$ cat src/rtl/video_timing_pkg.sv
// -----------------------------------------------------------------------------
// video_timing_pkg
// Shared raster geometry for the CHIP-8 console video path.
//   - Default timing constants (256x240 visible, 309 clocks/line, 262 lines).
//   - Derived sync window and counter-wrap positions.
//   - pos_t: 9-bit beam position type used by the timing generator and the
//     video driver that fetches VRAM pixels from hpos/vpos.
// -----------------------------------------------------------------------------
package video_timing_pkg;

  // Horizontal geometry, in pixel clocks.
  localparam int H_DISPLAY = 256;  // visible clocks per line
  localparam int H_BACK    = 23;   // left border
  localparam int H_FRONT   = 7;    // right border
  localparam int H_SYNC    = 23;   // hsync width

  // Vertical geometry, in lines.
  localparam int V_DISPLAY = 240;  // visible lines
  localparam int V_TOP     = 5;    // top border
  localparam int V_BOTTOM  = 14;   // bottom border
  localparam int V_SYNC    = 3;    // vsync width

  // Sync follows the visible area plus the trailing border; the counter
  // wraps after the last sync position plus the leading border.
  localparam int H_SYNC_START = H_DISPLAY + H_FRONT;                       // 263
  localparam int H_SYNC_END   = H_SYNC_START + H_SYNC - 1;                 // 285
  localparam int H_MAX        = H_DISPLAY + H_BACK + H_FRONT + H_SYNC - 1; // 308

  localparam int V_SYNC_START = V_DISPLAY + V_BOTTOM;                      // 254
  localparam int V_SYNC_END   = V_SYNC_START + V_SYNC - 1;                 // 256
  localparam int V_MAX        = V_DISPLAY + V_TOP + V_BOTTOM + V_SYNC - 1; // 261

  // Beam position. Geometries needing more than 512 positions per axis
  // are not supported.
  typedef logic [8:0] pos_t;

endpackage

$ cat src/rtl/ghost_video_timing.sv
// -----------------------------------------------------------------------------
// ghost_video_timing
// Free-running raster timing generator for the CHIP-8 console top level.
//
// Ports
//   clk         in   pixel clock, all state on the rising edge
//   reset       in   asynchronous, active-high reset
//   hsync       out  horizontal sync, registered
//   vsync       out  vertical sync, registered (CPU 60 Hz frame reference)
//   display_on  out  beam inside visible area (combinational from counters)
//   hpos        out  horizontal position, 0..H_MAX
//   vpos        out  vertical position, 0..V_MAX
//   frame_tick  out  high while hpos==0 and vpos==0 (combinational)
//
// Configuration
//   GHOST_VIDEO_SYNC_NEG_EN  when defined, hsync/vsync are active-low and
//                            reset to 1; otherwise active-high, reset to 0.
// -----------------------------------------------------------------------------
module ghost_video_timing #(
  parameter int H_DISPLAY = video_timing_pkg::H_DISPLAY,
  parameter int H_BACK    = video_timing_pkg::H_BACK,
  parameter int H_FRONT   = video_timing_pkg::H_FRONT,
  parameter int H_SYNC    = video_timing_pkg::H_SYNC,
  parameter int V_DISPLAY = video_timing_pkg::V_DISPLAY,
  parameter int V_TOP     = video_timing_pkg::V_TOP,
  parameter int V_BOTTOM  = video_timing_pkg::V_BOTTOM,
  parameter int V_SYNC    = video_timing_pkg::V_SYNC
) (
  input  logic       clk,
  input  logic       reset,
  output logic       hsync,
  output logic       vsync,
  output logic       display_on,
  output logic [8:0] hpos,
  output logic [8:0] vpos,
  output logic       frame_tick
);

  import video_timing_pkg::pos_t;

  // Geometry for this instance, cast once to the counter width so every
  // compare below is width-matched.
  localparam pos_t H_VIS        = pos_t'(H_DISPLAY);
  localparam pos_t H_SYNC_START = pos_t'(H_DISPLAY + H_FRONT);
  localparam pos_t H_SYNC_END   = pos_t'(H_DISPLAY + H_FRONT + H_SYNC - 1);
  localparam pos_t H_MAX        = pos_t'(H_DISPLAY + H_BACK + H_FRONT + H_SYNC - 1);

  localparam pos_t V_VIS        = pos_t'(V_DISPLAY);
  localparam pos_t V_SYNC_START = pos_t'(V_DISPLAY + V_BOTTOM);
  localparam pos_t V_SYNC_END   = pos_t'(V_DISPLAY + V_BOTTOM + V_SYNC - 1);
  localparam pos_t V_MAX        = pos_t'(V_DISPLAY + V_TOP + V_BOTTOM + V_SYNC - 1);

  // Inactive sync level. XOR-ing the window compare with it yields the
  // active level for either polarity and doubles as the reset value.
`ifdef GHOST_VIDEO_SYNC_NEG_EN
  localparam logic SYNC_IDLE = 1'b1;
`else
  localparam logic SYNC_IDLE = 1'b0;
`endif

  pos_t hpos_q, hpos_d;
  pos_t vpos_q, vpos_d;
  logic hsync_q, hsync_d;
  logic vsync_q, vsync_d;

  // NOTE: every signal gets a default at the top of always_comb so no path
  // leaves it unassigned; otherwise synthesis infers a latch.
  always_comb begin
    hpos_d = hpos_q + 9'd1;
    vpos_d = vpos_q;
    if (hpos_q == H_MAX) begin
      hpos_d = '0;
      vpos_d = (vpos_q == V_MAX) ? '0 : vpos_q + 9'd1;
    end

    // Syncs are decoded from the current (pre-edge) position and registered,
    // so each output lags its counter window by one clock but is glitch-free.
    hsync_d = ((hpos_q >= H_SYNC_START) && (hpos_q <= H_SYNC_END)) ^ SYNC_IDLE;
    vsync_d = ((vpos_q >= V_SYNC_START) && (vpos_q <= V_SYNC_END)) ^ SYNC_IDLE;
  end

  // NOTE: state registers use non-blocking assignments so every flop samples
  // the pre-edge values regardless of statement order.
  always_ff @(posedge clk or posedge reset) begin
    if (reset) begin
      hpos_q  <= '0;
      vpos_q  <= '0;
      hsync_q <= SYNC_IDLE;
      vsync_q <= SYNC_IDLE;
    end else begin
      hpos_q  <= hpos_d;
      vpos_q  <= vpos_d;
      hsync_q <= hsync_d;
      vsync_q <= vsync_d;
    end
  end

  assign hsync      = hsync_q;
  assign vsync      = vsync_q;
  assign hpos       = hpos_q;
  assign vpos       = vpos_q;
  // Combinational from the counters, so both read 1 while reset is held.
  assign display_on = (hpos_q < H_VIS) && (vpos_q < V_VIS);
  assign frame_tick = (hpos_q == '0) && (vpos_q == '0);

endmodule

$ cat config.mk
export PLATFORM = sky130hd
export DESIGN_NAME = ghost_video_timing
export DESIGN_NICKNAME = d
export VERILOG_FILES = /design/src/rtl/video_timing_pkg.sv /design/src/rtl/ghost_video_timing.sv
export SDC_FILE = /design/constraint.sdc
export NUM_CORES = 1
export LEC_CHECK = 0
export BUFFER_PORTS_ARGS = -buffer_cell sky130_fd_sc_hd__buf_4
export CORE_ASPECT_RATIO = 0.8
export CORE_MARGIN = 2
export CORE_UTILIZATION = 53
export DETAILED_ROUTE_END_ITERATION = 10
export PLACE_DENSITY = 0.78
export SETUP_SLACK_MARGIN = 0.5
export SYNTH_ARGS = -nofsm -noshare
export SYNTH_HDL_FRONTEND = slang
export SYNTH_SLANG_ARGS = --single-unit
$ cat constraint.sdc
create_clock -name clk -period 2.1 [get_ports clk]
set_input_delay 0.21 -clock clk [delete_from_list [all_inputs] [get_ports clk]]
set_output_delay 0.21 -clock clk [all_outputs]
set_load 0.02 [all_outputs]
; Word-level counts from Yosys, hierarchy flattened
; Cells that the tools add are included.
[totals]
output_inout_bits = 22
register_bits = 20
wordCells = 22
[op_classes]
muxes = 2
n_eq_ne = 2
reduce_logical = 6
n_addsub = 2
magnitude_cmp = 6
[op_table]
columns = operator, n
row1 = 9-bit by 1-bit adder with 9-bit output (second input constant), 2
row2 = 9-bit equality test (second input constant), 2
row3 = 9-bit less-or-equal comparator (second input constant), 2
row4 = 9-bit zero test, 2
row5 = 9-bit 2-to-1 mux, 2
row6 = 9-bit by 8-bit >= comparator with 1-bit output (second input constant), 1
row7 = 9-bit >= comparator (second input constant), 1
row8 = 9-bit by 8-bit less-than comparator with 1-bit output (second input constant), 1
row9 = 9-bit less-than comparator (second input constant), 1
row10 = 1-bit logical AND, 4

; Depth between registers and ports, before layout
[depth]
ltp_word = 2
ltp_mapped = 8

; Worst setup path after synthesis
; OpenSTA, ideal clock, no wires.
[synth_path]
kind = register -> register
start = reg hpos_q[0], in the netlist hpos[0]
end = reg vpos_q[3], in the netlist vpos[3]
n_path_buf = 1
arrival_ns = 1.669
stages_incl_launch_ff = 8
path_slack_ns = 0.306
cell_sequence = dfrtp_1 inv_1 ha_1 and4b_1 and4_1 buf_6 nand2_2 mux2_4
[synth_via]
elab_chain_len = 1
[synth_rtl]
columns = element, line
row1 = from (decl), ghost_video_timing.sv:61  ; pos_t hpos_q, hpos_d;
row2 = from (signal assigned), ghost_video_timing.sv:91  ; hpos_q <= hpos_d;
row3 = 9-bit equality test, ghost_video_timing.sv:71  ; if (hpos_q == H_MAX) begin
row4 = to (signal assigned), ghost_video_timing.sv:92  ; vpos_q <= vpos_d;
row5 = to (decl), ghost_video_timing.sv:62  ; pos_t vpos_q, vpos_d;
; No other way between the ends.
; A chain may end at the register's enable or synchronous reset.

; Final worst setup path
[layout_path]
start = reg hpos_q[7], in the netlist hpos[7]
end = out frame_tick
[layout_via]
elab_chain_len = 2
[layout_rtl]
columns = element, line
row1 = 9-bit zero test, ghost_video_timing.sv:104  ; assign frame_tick = (hpos_q == '0) && (vpos_q == '0);
row2 = 1-bit logical AND, ghost_video_timing.sv:104
row3 = to (decl), ghost_video_timing.sv:36  ; output logic frame_tick
; No other way between the ends.

==> flow_metrics.env <==
export IMPL_outcome="completed"
export IMPL_cts_tree="done"
export IMPL_drv_slew=0
export IMPL_dpl_hpwl_mm=1.85
export IMPL_critPathLaunchType="register"
export IMPL_yosysTopAreaCell="dfrtp_1"
export IMPL_crit_fanout=2
export IMPL_ys_types=33
export IMPL_relSlewSlack_pct=49.9
export IMPL_vias=988
export IMPL_maxCapViolations=0
export IMPL_finalSetupViolations=0
export IMPL_antenna_left=0
export IMPL_multi_input_area_sq_um=599
export IMPL_seq_area_frac_synth_pct=44.9
export IMPL_rows=14
export IMPL_grt_pass1_wl_mm=4.35
export IMPL_synth_top_area_share_pct=44.9
export IMPL_yosys_top_cells_count="dfrtp_1 (20), nor2_1 (13), nand3_1 (8)"
export IMPL_via_per_inst=5.92
export IMPL_critical_path_class="reg2out"
export IMPL_synth_area_sq_mm=0.00111
export IMPL_drc=0
export IMPL_worstMarginPinSlew_ns=0.750
export IMPL_wl_per_cell_microns=17.1
export IMPL_gr_total_overflow=0
export IMPL_drtIter0Drc=55
export IMPL_fmax_ghz=0.518
export IMPL_finClkSkew_ns=0.00806
export IMPL_hold_path_class="in2async"
export IMPL_clkTransAtPathRegs_ns=0.11
export IMPL_wl_mm=2.86
export IMPL_cts_max_level=1
export IMPL_synth_fp_nets=121
export IMPL_dr_pass1_iters=4
export IMPL_synth_most_common_cell="dfrtp_1"
export IMPL_rr_startpoint="hpos[1]"
export IMPL_grt_antenna_before_repair=0
export IMPL_insertion_delay_ns=0.30
export IMPL_final_cell_area_sq_mm=0.00144
export IMPL_place_congestion=0.891
export IMPL_drive_gt1_share_pct=39.2
export IMPL_final_setup_tns_ns=0
export IMPL_synthTopCellsByArea="dfrtp_1 (45%), ha_1 (7.9%), nor2_1 (4.4%)"
export IMPL_irDropWorstVdd_uv=428
export IMPL_area_growth_pct=29.7
export IMPL_period_share_pct=92.0
export IMPL_grt_pass1_vias=887
export IMPL_ff2ff_setup_slack_ns=0.32
export IMPL_critPathLaunch="hpos[7]"
export IMPL_synth_main_ff_cell="dfrtp_1"
export IMPL_rsz0062_at_grt="yes"
export IMPL_holdWs_ns=0.0257
export IMPL_placed_cell_area_sq_mm=0.00131
export IMPL_synth_edff_count=0
export IMPL_grt_usage_pct=22.8
export IMPL_fillers=126
export IMPL_holdBufCountCts=0
export IMPL_cts_sink_count=20
export IMPL_cp_required_ns=1.89
export IMPL_die_area_sq_mm=0.00249
export IMPL_synthCells=112
export IMPL_r2r_end="vpos[8]"
export IMPL_grt_max_degree=21
export IMPL_die_h_microns=45
export IMPL_start_util_pct=57.8
export IMPL_hold_viol_final=0
export IMPL_nets=153
export IMPL_p_per_area_mw_per_mm2=426
export IMPL_cts_made_buffers=3
export IMPL_coreArea_sq_mm=0.00193
export IMPL_crit_path_end="frame_tick"
export IMPL_seq_area_sq_um=512
export IMPL_numPortBuffers=23
export IMPL_r2r_cells=7
export IMPL_ys_warn_count=0
export IMPL_cp_arrival_ns=1.72
export IMPL_leakagePower_uw=0.000672
export IMPL_synth_seq_cells=20
export IMPL_fin_crit_ns=1.93
export IMPL_cts_root_buf="clkbuf_4"
export IMPL_syn_area_per_cell_sq_um=9.94
export IMPL_end_kind="output port"
export IMPL_diodes=0
export IMPL_fp_dieW_microns=55.2
export IMPL_ios=24
export IMPL_clockBufferDepth=2
export IMPL_async_flop_share_pct=100
## layer usage
metal  vias to the layer above  track usage, %  wire length (microns)
met1                       450            33.1                   1220
met5                         -               0                      0
met4                         0            7.32                     21
met3                         5            6.02                    258
li1                        463               -                      -
met2                        70            33.8                   1360
## layout by cell type, fill, tap and decap left out, drive strengths merged, types with 4 or more instances in the layout
cell type | netlist | routed
and4 | 5 | 5
inv | 6 | 6
o21ai | 4 | 4
buf | 4 | 32
clkbuf | 1 | 4
xnor2 | 5 | 5
nand2 | 5 | 5
nand4 | 6 | 6
nand3 | 8 | 8
nor2 | 13 | 13
xor2 | 5 | 5
ha | 7 | 7
dfrtp | 20 | 20
## kinds of logic after synthesis
| family | count (synthesis) | synth area share [%] |
|---|---|---|
| muxes | 1 | 1.35 |
| buffers and inverters | 11 | 4.94 |
| DFF | 20 | 44.9 |
| xor gates and xnor gates | 10 | 7.86 |
| AOI/OAI and AO/OA | 13 | 7.42 |
| adders and majority gates | 7 | 7.86 |
| and+or+nand+nor | 50 | 25.6 |
## how the worst min path moves through the flow
stage | start | to | slack [ns]
floorplan | reset | hpos[2] | 0.17
global placement | reset | vpos[7] | 0.39
detailed placement | reset | vpos[5] | 0.38
CTS | reset | vpos[2] | 0.04
global route | reset | vpos[2] | 0.09
finish | reset | vpos[2] | 0.03
## cell type report
type,count,area share (%)
repair buffers,32,16.9
multi-input cells,81,41.5
flip-flops and latches,20,35.4
clock buffers,4,2.51
inverters,6,1.56
well taps,24,2.08
## where the power goes
| part | switching (uW) | internal, uW | total (uW) | leakage, uW |
|---|---|---|---|---|
| registers | 0 | 385 | 385 | 0.000253 |
| logic | 7.33 | 1.26 | 8.59 | 0.000399 |
| clock network | 116 | 106 | 222 | 0.0000210 |
## worst max-delay path, stage by stage (launching register included)
cell and delay, ns:
dfrtp_1 0.41, or3_4 0.41, nor3_4 0.23, and4_1 0.25, buf_6 0.13
## state kept, by name, summed over array words and instances, names as in the netlist
register	flops
vsync	1
hsync	1
hpos	9
vpos	9
## stage by stage
stage,std cells,power [uW],setup WS [ns],util [%]
after global placement,155,402,0.450,67.8
after global routing,167,639,0.106,74.9
after CTS,162,618,0.265,71.6
after floorplan,112,398,0.476,-
final,167,615,0.168,74.9
after detailed placement,155,401,0.329,67.8
## timing repair
action / 4_1_cts / 5_1_grt
setup buffers: 3 / 5
resized for setup: 6 / 8
pin swaps: 0 / 3
endpoints found under the setup margin: 16 / 17
Power figures use the tool's default switching activity.
